===== src/rtl/cvmcu_intr_pkg.sv =====
// rtl/cvmcu_intr_pkg.sv - shared sizes and types for the CV-MCU interrupt controller
package cvmcu_intr_pkg;

  localparam int CVMCU_INTR_NUM_IRQ = 32;
  localparam int CVMCU_INTR_ID_W    = 5;

  typedef logic [CVMCU_INTR_NUM_IRQ-1:0] cvmcu_intr_vec_t;
  typedef logic [CVMCU_INTR_ID_W-1:0]    cvmcu_intr_id_t;

endpackage


===== src/rtl/cvmcu_intr_prio_enc.sv =====
// rtl/cvmcu_intr_prio_enc.sv - highest-index-wins priority encoder
module cvmcu_intr_prio_enc
  import cvmcu_intr_pkg::*;
#(
  parameter int NUM_IRQ = CVMCU_INTR_NUM_IRQ,
  parameter int ID_W    = CVMCU_INTR_ID_W
) (
  input  logic [NUM_IRQ-1:0] vec,
  output logic               valid,
  output logic [ID_W-1:0]    id
);

  // Ascending scan: the last set bit seen is the highest index.
  always_comb begin
    valid = |vec;
    id    = '0;
    for (int k = 0; k < NUM_IRQ; k++) begin
      if (vec[k]) id = ID_W'(k);
    end
  end

endmodule


===== src/rtl/cvmcu_intr_ctrl.sv =====
// rtl/cvmcu_intr_ctrl.sv - edge-latched pending/mask interrupt source with ack retire
module cvmcu_intr_ctrl
  import cvmcu_intr_pkg::*;
#(
  parameter int NUM_IRQ = CVMCU_INTR_NUM_IRQ,
  parameter int ID_W    = CVMCU_INTR_ID_W
) (
  input  logic               clk,
  input  logic               reset_n,
  input  logic [NUM_IRQ-1:0] evt_i,
  input  logic [NUM_IRQ-1:0] sw_set_i,
  input  logic [NUM_IRQ-1:0] sw_clr_i,
  input  logic               mask_we_i,
  input  logic [NUM_IRQ-1:0] mask_wdata_i,
  input  logic               irq_ack_i,
  input  logic [ID_W-1:0]    irq_id_i,
  input  logic               lost_clr_i,
  output logic [NUM_IRQ-1:0] irq_o,
  output logic [NUM_IRQ-1:0] pending_o,
  output logic [NUM_IRQ-1:0] mask_o,
  output logic               top_valid_o,
  output logic [ID_W-1:0]    top_id_o,
  output logic               ack_err_o,
  output logic [NUM_IRQ-1:0] lost_o
);

  logic [NUM_IRQ-1:0] evt_q;
  logic [NUM_IRQ-1:0] pending_q;
  logic [NUM_IRQ-1:0] mask_q;
  logic [NUM_IRQ-1:0] lost_q;
  logic               ack_err_q;

  logic [NUM_IRQ-1:0] set_vec;
  logic [NUM_IRQ-1:0] ack_vec;
  logic [NUM_IRQ-1:0] legal_vec;
  logic [NUM_IRQ-1:0] lost_new;

  // Ids at or above NUM_IRQ decode to no line, so they can never be legal.
  always_comb begin
    ack_vec = '0;
    for (int k = 0; k < NUM_IRQ; k++) begin
      ack_vec[k] = irq_ack_i && (irq_id_i == ID_W'(k));
    end
  end

  assign set_vec   = (evt_i & ~evt_q) | sw_set_i;
  assign legal_vec = ack_vec & pending_q & mask_q;
  assign lost_new  = set_vec & pending_q & ~legal_vec & ~sw_clr_i;

  always_ff @(posedge clk) begin
    evt_q <= evt_i;
    if (!reset_n) begin
      pending_q <= '0;
      mask_q    <= '0;
      lost_q    <= '0;
      ack_err_q <= 1'b0;
    end else begin
      // Clear beats set, set beats ack retire.
      pending_q <= ((pending_q & ~legal_vec) | set_vec) & ~sw_clr_i;
      if (mask_we_i) mask_q <= mask_wdata_i;
      lost_q    <= (lost_clr_i ? '0 : lost_q) | lost_new;
      ack_err_q <= irq_ack_i & ~(|legal_vec);
    end
  end

  assign irq_o     = pending_q & mask_q;
  assign pending_o = pending_q;
  assign mask_o    = mask_q;
  assign lost_o    = lost_q;
  assign ack_err_o = ack_err_q;

  cvmcu_intr_prio_enc #(
    .NUM_IRQ (NUM_IRQ),
    .ID_W    (ID_W)
  ) u_prio_enc (
    .vec   (irq_o),
    .valid (top_valid_o),
    .id    (top_id_o)
  );

endmodule


===== config.mk =====
export PLATFORM = sky130hd
export DESIGN_NAME = cvmcu_intr_ctrl
export DESIGN_NICKNAME = d
export VERILOG_FILES = /design/src/rtl/cvmcu_intr_pkg.sv /design/src/rtl/cvmcu_intr_prio_enc.sv /design/src/rtl/cvmcu_intr_ctrl.sv
export SDC_FILE = /design/constraint.sdc
export NUM_CORES = 1
export LEC_CHECK = 0
export CAP_MARGIN = 20
export CORE_ASPECT_RATIO = 1.4
export CORE_UTILIZATION = 41
export DETAILED_ROUTE_END_ITERATION = 8
export GPL_TIMING_DRIVEN = 0
export HOLD_SLACK_MARGIN = 0.15
export PLACE_DENSITY = 0.91
export SYNTH_ARGS = -nofsm -noshare
export SYNTH_HDL_FRONTEND = slang
export SYNTH_SLANG_ARGS = --single-unit

===== constraint.sdc =====
create_clock -name clk -period 2.3 [get_ports clk]
set_clock_uncertainty 0.15 [all_clocks]
set_input_delay 0.69 -clock clk [delete_from_list [all_inputs] [get_ports clk]]
set_output_delay 0.69 -clock clk [all_outputs]
set_load 0.005 [all_outputs]

### Word level (Yosys, flattened, before mapping)

Index checks and enable logic that the tools add are counted.

* input port bits: 138
* output and inout bits: 135
* logic and storage cells: 120
* flip-flop bits (word level): 129

* eq/ne operators: 31
* muxes and demuxes: 32
* reductions and logical operators: 35
* bitwise logic cells: 17

Operators with widths (count)
* $and 32x32->32: 9
* $not 32->32: 3
* $or 32x32->32: 3
* $eq 5x5->1 const B: 16
* $mux 5: 16
* $reduce_or 32->1: 2
* $eq 5x4->1 const B: 8
* $logic_and 1x1->1: 32
* $mux 32: 1
* $mux 4: 8
* $eq 5x3->1 const B: 4
* $mux 3: 4
* $eq 5x2->1 const B: 2
* $eq 5x1->1 const B: 1
* $logic_not 5->1: 1
* $mux 2: 2
* $and 1x1->1: 1
* $mux 1: 1
* $not 1->1: 1

### Logic depth before layout (Yosys ltp)

Gate-level depths: netlist (run 1).

* word-level depth: 32
* depth in mapped cells: 7
* gate-level depth less buffers: 6

### Cells and area by module

Synthesis (run 1) repeated with hierarchy kept, for this count alone.

* cells, all modules: 655
* area total of the unflattened synthesis: 5716.7 um2

Modules (own cells, without submodules)
* cvmcu_intr_ctrl: cells each 593, instances 1, sequential area each 2582.5 um2, area each 5350.1 um2
* cvmcu_intr_prio_enc: cells each 62, instances 1, sequential area each 0.0 um2, area each 366.6 um2

### Least setup slack after synthesis (run 1)

No wires, ideal clock.

* path kind: flip-flop to output port
* from: reg pending_q[19], in the netlist pending_o[19]
* to: out top_valid_o
* buffers on the path: 1
* required time: 1460 ps
* stages on the path, launching flop included: 7
* data arrival time: 1441 ps
* path slack: 19 ps
* path through: dfxtp_1 and2_1 clkbuf_1 a21oi_2 nand4b_1 or4_1 nand2b_1

* word-level cells in the longest chain between the ends: 2

RTL lines
* start: declaration: line cvmcu_intr_ctrl.sv:28 `logic [NUM_IRQ-1:0] pending_q;`
* start signal: assignment: line cvmcu_intr_ctrl.sv:59 `pending_q <= ((pending_q & ~legal_vec) | set_vec) & ~sw_clr_i;`
* $and 32x32->32: line cvmcu_intr_ctrl.sv:66 `assign irq_o = pending_q & mask_q;`
* named net irq_o[19]: line cvmcu_intr_ctrl.sv:18 `output logic [NUM_IRQ-1:0] irq_o,`
* $reduce_or 32->1: line cvmcu_intr_prio_enc.sv:15 `valid = |vec;`
* end: declaration: line cvmcu_intr_ctrl.sv:21 `output logic top_valid_o,`

The timed path passes the listed nets, and every way through them passes these cells.

### Final worst setup path (run 1)

* from: reg pending_q[23], in the netlist pending_o[23]
* to: out top_valid_o

* word-level cells in the longest chain between the ends: 2

RTL lines (line)
* $and 32x32->32: cvmcu_intr_ctrl.sv:66
* $reduce_or 32->1: cvmcu_intr_prio_enc.sv:15

No other way between the ends.

==> results.py, run 1 <==
metrics = {
    "pwr": {
        "switching_share_pct": 24.55,
        "pwr-share-clk_pct": 46.8,
        "finalPower_mw": 6.472,
        "powerDensity_nw_per_um2": 650.7,
        "p_sw_mw": 1.589,
        "ir_drop_mv": 0.4660,
        "p_leak_nw": 4.414,
        "p_comb_share_pct": 15.5,
        "seq_power_share_pct": 37.7,
        "internal_power_mw": 4.883,
    },
    "floorplanning": {
        "fp.dieH_um": 141.6,
        "num_io_pins": 273,
        "core_sq_um": 13450,
        "rows": 50,
        "initial_core_util_pct": 42.43,
        "dieArea_sq_um": 14400,
        "die_w_um": 101.7,
    },
    "drt": {
        "initialDrtViolationCount": 300,
        "drt_pass1_iterations": 5,
        "vias_per_cell": 5.296,
        "vias": 6292,
        "ant_nets": 0,
        "drc_errors": 0,
        "finalWirelength_um": 23140,
        "wl_per_cell_um": 19.47,
    },
    "setup_path": {
        "critPathSlowestCell": "or4_4",
        "cp_num_buf_inv": 1,
        "crit_arrival_ps": 1980,
        "critPathMaxFanout": 3,
        "cp-start-kind": "register",
        "cp_top_family": "simple AND/OR/NAND/NOR gates",
        "worst_path_largest_cell_delay_ps": 430,
        "worstPathRequired_ps": 1460,
        "path_cells": "a22oi_2 -> nand3_2 -> nand4b_1 -> or4_4 -> nand2b_4 -> buf_6",
        "critPathKind": "register to output pin",
        "endpoint_kind": "output pin",
    },
    "placement": {
        "dp_slack_ps": -1006,
        "hpwl_um": 16470,
        "place_congestion": 0.9114,
        "portBuffers": 269,
        "place_area_sq_um": 8627,
    },
    "timing": {
        "rsz0062_at_grt": "true",
        "maxSlewViolCount": 0,
        "layout_setup_ws_ps": -520.5,
        "fin_tns_setup_ps": -2169,
        "hold_viol_final": 0,
        "period_share_pct": 122.6,
        "fmaxAchievable_ghz": 0.3545,
        "finalCriticalPeriod_ps": 2821,
        "tightest_slew_ps": 719.0,
        "setup_viol": 6,
        "slew_headroom_pct": 52.07,
    },
    "clock_network": {
        "cts.root.buffer_cell": "clkbuf_16",
        "worstSkewPairLatency_ps": 420,
        "cts_buffers": 17,
        "cts_tree": "built",
        "htreeDepth": 4,
        "clkSinkCount": 129,
        "cts_buffer_depth": 2,
        "clkSlewWorstSetupHoldPaths_ps": 60,
    },
    "grt": {
        "overflow": 0,
        "antenna_found_initial": 1,
        "grt_max_degree": 17,
        "grt_pass1_vias": 6236,
        "grt_pass1_wl_um": 33060,
        "grt_usage_pct": 30.90,
    },
    "outcome": {
        "violations": "setup timing",
        "outcome": "complete, but fails checks",
    },
    "cells_and_area": {
        "utilization_pct": 73.94,
        "n_fill_cell": 974,
        "final_common_cell": "clkdlybuf4s50_1",
        "fin_area_sq_um": 9946,
        "regArea_sq_um": 2706,
        "drive_above_1_share_pct": 20.00,
        "fin_nets": 1131,
        "multi_input_area_sq_um": 2925,
        "area_growth_pct": 74.28,
        "mostFrequentLayoutCells": "clkdlybuf4s50_1 (230), inv_1 (87), dfxtp_1 (76), a21oi_1 (69), nand2_1 (45)",
    },
    "run": {
        "cap_violations": 0,
    },
    "logic_synthesis": {
        "ys.flop_type": "dfxtp_1",
        "syn-num-nets": 810,
        "yosysWarnings": 0,
        "synth_cells": 672,
        "syn_area_sq_um": 5707,
        "ys_seq_area_share_pct": 45.25,
        "synthArstFlopShare_pct": 0,
        "synth_edf_count": 0,
        "yosys.cell_types.count": 50,
        "synth_area_per_cell_sq_um": 8.492,
        "synth_seq_cells": 129,
    },
    "worst_hold_path": {
        "min_path_type": "register to register",
    },
}
==> cells by family (layout without fill, tap and decap cells) <==
logic type	Yosys count	count (layout)	synth area share, %
AO/OA/AOI/OAI	177	177	19.84
buffers and inverters	118	451	8.244
flip-flops	129	129	45.25
multiplexers	35	35	6.358
other	0	1	0
AND/OR/NAND/NOR	213	213	20.30
==> final timing paths <==
path | cells after the start | slack (ps) | endpoint | startpoint
worst min-delay path | 2 | 350 | pending_o[1] | pending_o[1]
worst max register to register | 6 | 540 | ack_err_o | mask_o[23]
worst min register to register | 2 | 350 | pending_o[1] | pending_o[1]
worst max-delay path | 6 | -520 | top_valid_o | pending_o[23]
==> flip-flops by register name, indices dropped and copies added, names as in the netlist <==
name       flops
evt_q         32
lost_o        32
mask_o        32
pending_o     32
ack_err_o      1
==> through the flow <==
| stage | hold WS, ps | instances |
|---|---|---|
| finish | 346.1 | 1188 |
| global route | 362.7 | 1188 |
| CTS | 342.4 | 1169 |
| detailed placement | 335.9 | 1123 |
| global placement | 329.1 | 1123 |
| floorplan | 327.8 | 672 |
==> layout make-up <==
class,count,share of cell area [%]
Inverter,91,3.434
Buffer,25,1.422
Clock inverter,12,2.088
Timing Repair Buffer,304,29.66
Antenna cell,1,0.02516
Tap cell,182,2.290
Clock buffer,19,4.453
Multi-Input combinational cell,425,29.41
Sequential cell,129,27.21
==> layer usage <==
metal  wire length (um)  GRT usage [%]  part of all wire [%]
met3               1441          6.995                   6.2
met2              11760          54.02                    51
met1               8554          32.53                    37
met5                  0              0                     0
met4               1375          20.75                   5.9
==> worst register-to-register path, stage by stage (launching register included) <==
cell and delay [ps]:
dfxtp_4 340, buf_4 140, and2_4 150, mux2i_1 210
o22a_1 180, o2111ai_1 140, a2111oi_2 360
==> power groups by stage <==
| stage | Combinational [mW] | Sequential (mW) | Clock [mW] |
|---|---|---|---|
| after floorplan | 0.321 | 2.47 | 0 |
| after global placement | 0.899 | 2.47 | 0 |
| after detailed placement | 0.912 | 2.47 | 0 |
| after CTS | 0.937 | 2.44 | 3.04 |
| after global routing | 1.07 | 2.46 | 3.13 |
| final | 1.00 | 2.44 | 3.03 |
==> synth_stat cells, types with 2 or more instances <==
library cell,number,area (sq um)
and2_1,39,244.0
a22oi_1,4,30.03
o21ai_0,40,200.2
buf_2,7,35.03
a21oi_1,70,350.3
clkbuf_1,16,60.06
mux2i_1,34,340.3
o211ai_1,2,15.01
nand2b_1,34,212.7
nor4_1,2,12.51
o2111ai_1,2,17.52
nor2b_1,33,206.5
nor2_1,10,37.54
nor3_1,4,20.02
nand3_1,6,30.03
dfxtp_1,129,2582
nand4b_1,4,35.03
o32ai_1,33,289.0
a31oi_1,3,18.77
inv_1,91,341.6
o221ai_1,2,17.52
buf_4,3,22.52
nand4_1,5,31.28
nand4bb_1,3,33.78
o21ai_2,4,35.03
nand2_1,68,255.2
==> repair_timing <==
item / 4_1_cts / 5_1_grt
hold buffers: 0 / 0
gates resized for setup: 156 / 66
setup buffers: 17 / 16
pin swaps: 16 / 16
setup endpoints to repair: 56 / 46
gates cloned: 0 / 2
Note: power is estimated with default switching activity, not from simulation.
==> run 2: changes to the inputs <==
--- a/config.mk
+++ b/config.mk
@@ -5,13 +5,15 @@
 export SDC_FILE = /design/constraint.sdc
 export NUM_CORES = 1
 export LEC_CHECK = 0
-export CAP_MARGIN = 20
+export CAP_MARGIN = 25
 export CORE_ASPECT_RATIO = 1.4
-export CORE_UTILIZATION = 41
+export CORE_UTILIZATION = 42
+export CTS_BUF_LIST = sky130_fd_sc_hd__clkbuf_4
 export DETAILED_ROUTE_END_ITERATION = 8
 export GPL_TIMING_DRIVEN = 0
 export HOLD_SLACK_MARGIN = 0.15
-export PLACE_DENSITY = 0.91
+export PLACE_DENSITY = 0.92
+export SLEW_MARGIN = 20
 export SYNTH_ARGS = -nofsm -noshare
 export SYNTH_HDL_FRONTEND = slang
 export SYNTH_SLANG_ARGS = --single-unit
==> run 2 against run 1 <==
Compared with the run above:
- the run ends with DRC, setup timing left
- sequential share of layout area increased by 0.71 points
- count of clock-buffer cells in the layout unchanged
- largest cell class unchanged
- sequential power about the same
- cell count increased by 2.4%
- via count increased by 3.0%
- largest power group is now sequential cells
- critical path depth unchanged
- clock power decreased by 44%
- first-iteration DRC count increased by 8.0%
- routed wire length increased by 1.5%
==> results.py, run 2 (synthesized netlist as in run 1, its figures left out) <==
metrics = {
    "outcome": {
        "outcome": "complete, but fails checks",
        "violations": "DRC, setup timing",
    },
    "placement": {
        "place_congestion": 0.8450,
        "dp_cells": 1124,
        "hpwl_um": 16640,
        "portBuffers": 269,
    },
    "timing": {
        "setup_viol": 6,
        "rsz0062_at_grt": "true",
        "tightest_slew_ps": 704.3,
        "slew_headroom_pct": 53.04,
        "hold_ws_ps": 325.0,
        "period_share_pct": 129.3,
        "layout_setup_ws_ps": -673.5,
        "finalCriticalPeriod_ps": 2973,
        "hold_viol_final": 0,
        "fmaxAchievable_ghz": 0.3363,
        "maxSlewViolCount": 0,
    },
    "cells_and_area": {
        "final_common_cell": "clkdlybuf4s50_1",
        "area_growth_pct": 71.17,
        "utilization_pct": 73.31,
        "n_fill_cell": 969,
        "regArea_sq_um": 2728,
        "fin_nets": 1158,
        "drive_above_1_share_pct": 23.81,
        "multi_input_area_sq_um": 2935,
        "mostFrequentLayoutCells": "clkdlybuf4s50_1 (178), inv_1 (86), a21oi_1 (70), dlygate4sd2_1 (65), buf_4 (62)",
        "final_cells": 1216,
    },
    "clock_network": {
        "worstSkewPairLatency_ps": 540,
        "cts_buffer_depth": 2,
        "htreeDepth": 4,
        "cts_buffers": 17,
        "cts_hold_buf": 0,
        "clkSlewWorstSetupHoldPaths_ps": 130,
        "clkSinkCount": 129,
        "cts_tree": "built",
        "cts.root.buffer_cell": "clkbuf_4",
    },
    "setup_path": {
        "path_cells": "a22oi_2 -> nand3_2 -> nand4b_1 -> or4_4 -> nand2b_4 -> buf_6",
        "endpoint_kind": "output pin",
        "cp-start-kind": "register",
        "worst_path_largest_cell_delay_ps": 460,
        "crit_arrival_ps": 2130,
        "worstPathRequired_ps": 1460,
        "critPathKind": "register to output pin",
        "cp_top_family": "simple AND/OR/NAND/NOR gates",
        "critPathSlowestCell": "or4_4",
        "r2r_setup_slack_ps": 460,
        "cp_num_buf_inv": 1,
        "critPathMaxFanout": 2,
    },
    "drt": {
        "finalWirelength_um": 23480,
        "vias_per_cell": 5.328,
        "wl_per_cell_um": 19.31,
        "initialDrtViolationCount": 324,
        "drc_errors": 5,
        "drt_pass1_iterations": 8,
        "vias": 6479,
        "ant_nets": 0,
    },
    "grt": {
        "grt_max_degree": 17,
        "grt_pass1_vias": 6628,
        "grt_pass1_wl_um": 34460,
        "overflow": 0,
        "antenna_found_initial": 1,
        "grt_usage_pct": 32.30,
    },
    "floorplanning": {
        "initial_core_util_pct": 42.83,
        "die_w_um": 100.5,
        "fp.dieH_um": 139.9,
        "core_sq_um": 13330,
        "num_io_pins": 273,
        "dieArea_sq_um": 14060,
        "rows": 50,
    },
    "pwr": {
        "p_leak_nw": 4.649,
        "powerDensity_nw_per_um2": 528.3,
        "ir_drop_mv": 0.4209,
    },
    "worst_hold_path": {
        "min_path_type": "input port to register",
    },
    "run": {
        "cap_violations": 0,
    },
}
run 2: cell types whose count changed in the layout (fill, tap and decap cells not counted), moves of 4 or more:
cell,before,now
dlygate4sd2_1,20,65
dfxtp_2,30,44
buf_4,33,62
nand2_4,9,13
clkbuf_4,0,20
clkbuf_16,17,0
clkdlybuf4s15_1,0,5
dfxtp_1,76,61
clkdlybuf4s50_1,230,178
run 2: worst paths after layout:
check	start	endpoint	cells after the start
max reg2reg	mask_o[23]	ack_err_o	6
min	irq_ack_i	ack_err_o	3
max	mask_o[23]	top_valid_o	6
min reg2reg	pending_o[27]	pending_o[27]	2
run 2: repair_timing:
item                                    CTS  global route
buffers inserted                         48            13
resized for setup                       238            59
endpoints found under the setup margin   83            46
pin swaps                                16            11
run 2: area by class of cell:
type                            instances  area share (%)
Buffer                                 25           1.268
Timing Repair Buffer                  331           31.79
Clock inverter                         13           1.652
Clock buffer                           19           1.460
Inverter                               91           3.497
Multi-Input combinational cell        425           30.05
Sequential cell                       129           27.92
Tap cell                              182           2.331
Antenna cell                            1         0.02562
run 2: worst reg2reg max path: cells and delay by family, from the launching register on:
| kind | cells | cell delay, ps |
|---|---|---|
| simple gates | 1 | 140 |
| flops | 1 | 370 |
| buf+inv | 1 | 140 |
| mux | 1 | 240 |
| compound gates | 3 | 700 |
run 2: stage by stage:
| step | instance area [sq um] | worst slack (ps) | TNS, ps | total power [mW] |
|---|---|---|---|---|
| 4_1_cts | 9525 | -694.2 | -3242 | 5.118 |
| 3_3_place_gp | 8627 | -961.3 | -27080 | 3.367 |
| 2_1_floorplan | 5707 | 19.02 | 0 | 2.787 |
| 5_1_grt | 9768 | -741.5 | -3531 | 5.347 |
| 6_report | 9768 | -673.5 | -2963 | 5.161 |
| 3_5_place_dp | 8638 | -960.0 | -23880 | 3.392 |
run 2: metal layers:
metal	track usage, %	up-vias	part of all wire, %
met3	6.836	79	6.0
met1	33.86	3083	37
met4	19.15	0	5.1
li1	-	3001	-
met2	58.29	316	52
met5	0	-	0
run 2: power by group:
part	total (mW)	switching (mW)	internal, mW
Sequential	2.43	0.0844	2.34
Clock	1.69	0.911	0.780
Combinational	1.04	0.449	0.595
==> run 3: changes to the inputs <==
--- a/config.mk
+++ b/config.mk
@@ -11,7 +11,7 @@
 export CTS_BUF_LIST = sky130_fd_sc_hd__clkbuf_4
 export DETAILED_ROUTE_END_ITERATION = 8
 export GPL_TIMING_DRIVEN = 0
-export HOLD_SLACK_MARGIN = 0.15
+export HOLD_SLACK_MARGIN = 0.03
 export PLACE_DENSITY = 0.92
 export SLEW_MARGIN = 20
 export SYNTH_ARGS = -nofsm -noshare
==> constraint.sdc (replaced) <==
create_clock -name clk -period 2.3 [get_ports clk]
set_clock_uncertainty 0.15 [all_clocks]
set_input_delay 0.46 -clock clk [delete_from_list [all_inputs] [get_ports clk]]
set_output_delay 0.46 -clock clk [all_outputs]
set_load 0.005 [all_outputs]
==> run 3 against run 2 <==
Compared with the run above:
- the run ends with setup timing left
- die area stayed put
- register-to-register slack hardly changed
- worst hold slack worse by 220 ps
- fmax is 10% higher
- core utilization is 2.7 points lower
- critical path depth stayed put
- sequential cell count stayed put
- power is 1.0% lower
- first-iteration DRC count is 10% lower
- cell count is 3.1% lower
- sequential power hardly changed
- highest routed layer unchanged
==> results.py, run 3 (synthesized netlist as in run 1, its figures left out) <==
metrics = {
    "pwr": {
        "powerDensity_nw_per_um2": 542.9,
        "p_leak_nw": 4.003,
        "ir_drop_mv": 0.4229,
    },
    "clock_network": {
        "cts_hold_buf": 0,
        "cts.root.buffer_cell": "clkbuf_4",
        "cts_buffers": 17,
        "clkSlewWorstSetupHoldPaths_ps": 120,
        "cts_buffer_depth": 2,
        "htreeDepth": 4,
        "cts_tree": "built",
        "worstSkewPairLatency_ps": 520,
        "clkSinkCount": 129,
    },
    "floorplanning": {
        "initial_core_util_pct": 42.83,
        "die_w_um": 100.5,
        "dieArea_sq_um": 14060,
        "fp.dieH_um": 139.9,
        "core_sq_um": 13330,
        "rows": 50,
        "num_io_pins": 273,
    },
    "timing": {
        "slew_headroom_pct": 54.10,
        "rsz0062_at_grt": "true",
        "hold_viol_final": 0,
        "setup_viol": 6,
        "tightest_slew_ps": 688.4,
        "layout_setup_ws_ps": -393.3,
        "fmaxAchievable_ghz": 0.3713,
        "maxSlewViolCount": 0,
        "fin_tns_setup_ps": -1418,
        "finalCriticalPeriod_ps": 2693,
        "hold_ws_ps": 101.9,
        "period_share_pct": 117.1,
    },
    "placement": {
        "hpwl_um": 16640,
        "place_congestion": 0.8450,
        "portBuffers": 269,
    },
    "cells_and_area": {
        "fin_nets": 1120,
        "multi_input_area_sq_um": 2867,
        "final_common_cell": "clkdlybuf4s50_1",
        "mostFrequentLayoutCells": "clkdlybuf4s50_1 (252), inv_1 (87), dfxtp_1 (72), a21oi_1 (70), dfxtp_2 (48)",
        "drive_above_1_share_pct": 18.79,
        "regArea_sq_um": 2676,
        "n_fill_cell": 1037,
        "area_growth_pct": 64.90,
        "utilization_pct": 70.62,
    },
    "setup_path": {
        "critPathMaxFanout": 2,
        "path_cells": "a22oi_2 -> nand3_2 -> nand4b_1 -> or4_4 -> nand2b_4 -> buf_6",
        "cp_num_buf_inv": 1,
        "worst_path_largest_cell_delay_ps": 440,
        "cp-start-kind": "register",
        "crit_arrival_ps": 2080,
        "cp_top_family": "simple AND/OR/NAND/NOR gates",
        "reg2reg_depth": 6,
        "regToRegEndpoint": "ack_err_o",
        "endpoint_kind": "output pin",
        "reg2reg_from": "mask_o[23]",
        "critPathSlowestCell": "or4_4",
        "r2r_setup_slack_ps": 470,
        "critPathKind": "register to output pin",
        "worstPathRequired_ps": 1690,
        "startpoint": "pending_o[23]",
    },
    "drt": {
        "ant_nets": 0,
        "wl_met1_um": 8270,
        "vias": 6222,
        "drc_errors": 0,
        "finalWirelength_um": 22020,
        "drt_pass1_iterations": 7,
        "wl_met3_um": 1263,
        "wl_per_cell_um": 18.69,
        "highest_layer": "met4",
        "dr_wl_met2_um": 11380,
        "vias_per_cell": 5.282,
        "initialDrtViolationCount": 290,
    },
    "grt": {
        "grt_max_degree": 17,
        "grt_usage_pct": 30.61,
        "grt_pass1_wl_um": 32660,
        "antenna_found_initial": 1,
        "overflow": 0,
        "grt_pass1_vias": 6226,
    },
    "outcome": {
        "outcome": "complete, but fails checks",
        "violations": "setup timing",
    },
    "worst_hold_path": {
        "min_to": "ack_err_o",
        "hold_path_depth": 3,
        "min_path_type": "input port to register",
        "min-delay-start": "irq_ack_i",
    },
    "run": {
        "cap_violations": 0,
    },
}
[run 3: changes by cell type in the layout (fill, tap and decap cells not counted), moves of 5 or more]
| cell | change |
|---|---|
| clkdlybuf4s50_1 | +74 |
| dlygate4sd2_1 | -60 |
| buf_4 | -36 |
| dfxtp_4 | -15 |
| dfxtp_1 | +11 |
| nand2_4 | -8 |
| dlymetal6s2s_1 | -7 |
| clkdlybuf4s15_1 | -5 |
[run 3: per-stage QoR]
| stage | setup WS (ps) | cell area (sq um) | power (mW) | std cells |
|---|---|---|---|---|
| 2_1_floorplan | 249.0 | 5707 | 2.787 | 672 |
| 4_1_cts | -464.4 | 9241 | 5.098 | 1168 |
| 5_1_grt | -478.3 | 9410 | 5.308 | 1178 |
| 3_3_place_gp | -731.3 | 8627 | 3.367 | 1123 |
| 6_report | -393.3 | 9410 | 5.109 | 1178 |
| 3_5_place_dp | -730.0 | 8638 | 3.392 | 1124 |
[run 3: worst max-delay path by stage]
stage / endpoint / cells after the start
2_1_floorplan: top_valid_o / 6
3_3_place_gp: top_id_o[0] / 6
3_5_place_dp: top_id_o[0] / 6
4_1_cts: top_valid_o / 6
5_1_grt: top_valid_o / 6
6_report: top_valid_o / 6
[run 3: per-layer routing]
layer / up-vias / GRT usage [%]
met1: 2970 / 32.94
met5: - / 0
met3: 64 / 6.038
met2: 268 / 54.97
li1: 2920 / -
met4: 0 / 17.32
[run 3: area by class of cell]
cell class	instances	area share [%]
clock buffers	19	1.516
repair buffers	293	30.47
multi-input cells	425	30.46
flip-flops and latches	129	28.44
well taps	182	2.420
plain buffers	25	1.290
inverters	91	3.656
diodes	1	0.02659
clock inverters	13	1.715
[run 3: timing repair]
item                                    CTS  global route
resized for setup                       118            49
hold endpoints to repair                  0             0
cloned                                    0             0
setup buffers                            14             9
pin swaps                                14            18
endpoints found under the setup margin   35            29
[run 3: tightest hold or removal path: cells and delay by family]
| family | cells | cell delay [ps] |
|---|---|---|
| buf+inv | 1 | 140 |
| compound gates | 2 | 130 |
[run 3: report_power, final]
part           internal [mW]  leakage [nW]  switching [mW]
sequential              2.35          1.09          0.0922
combinational          0.582          2.76           0.409
clock                  0.780         0.157           0.896
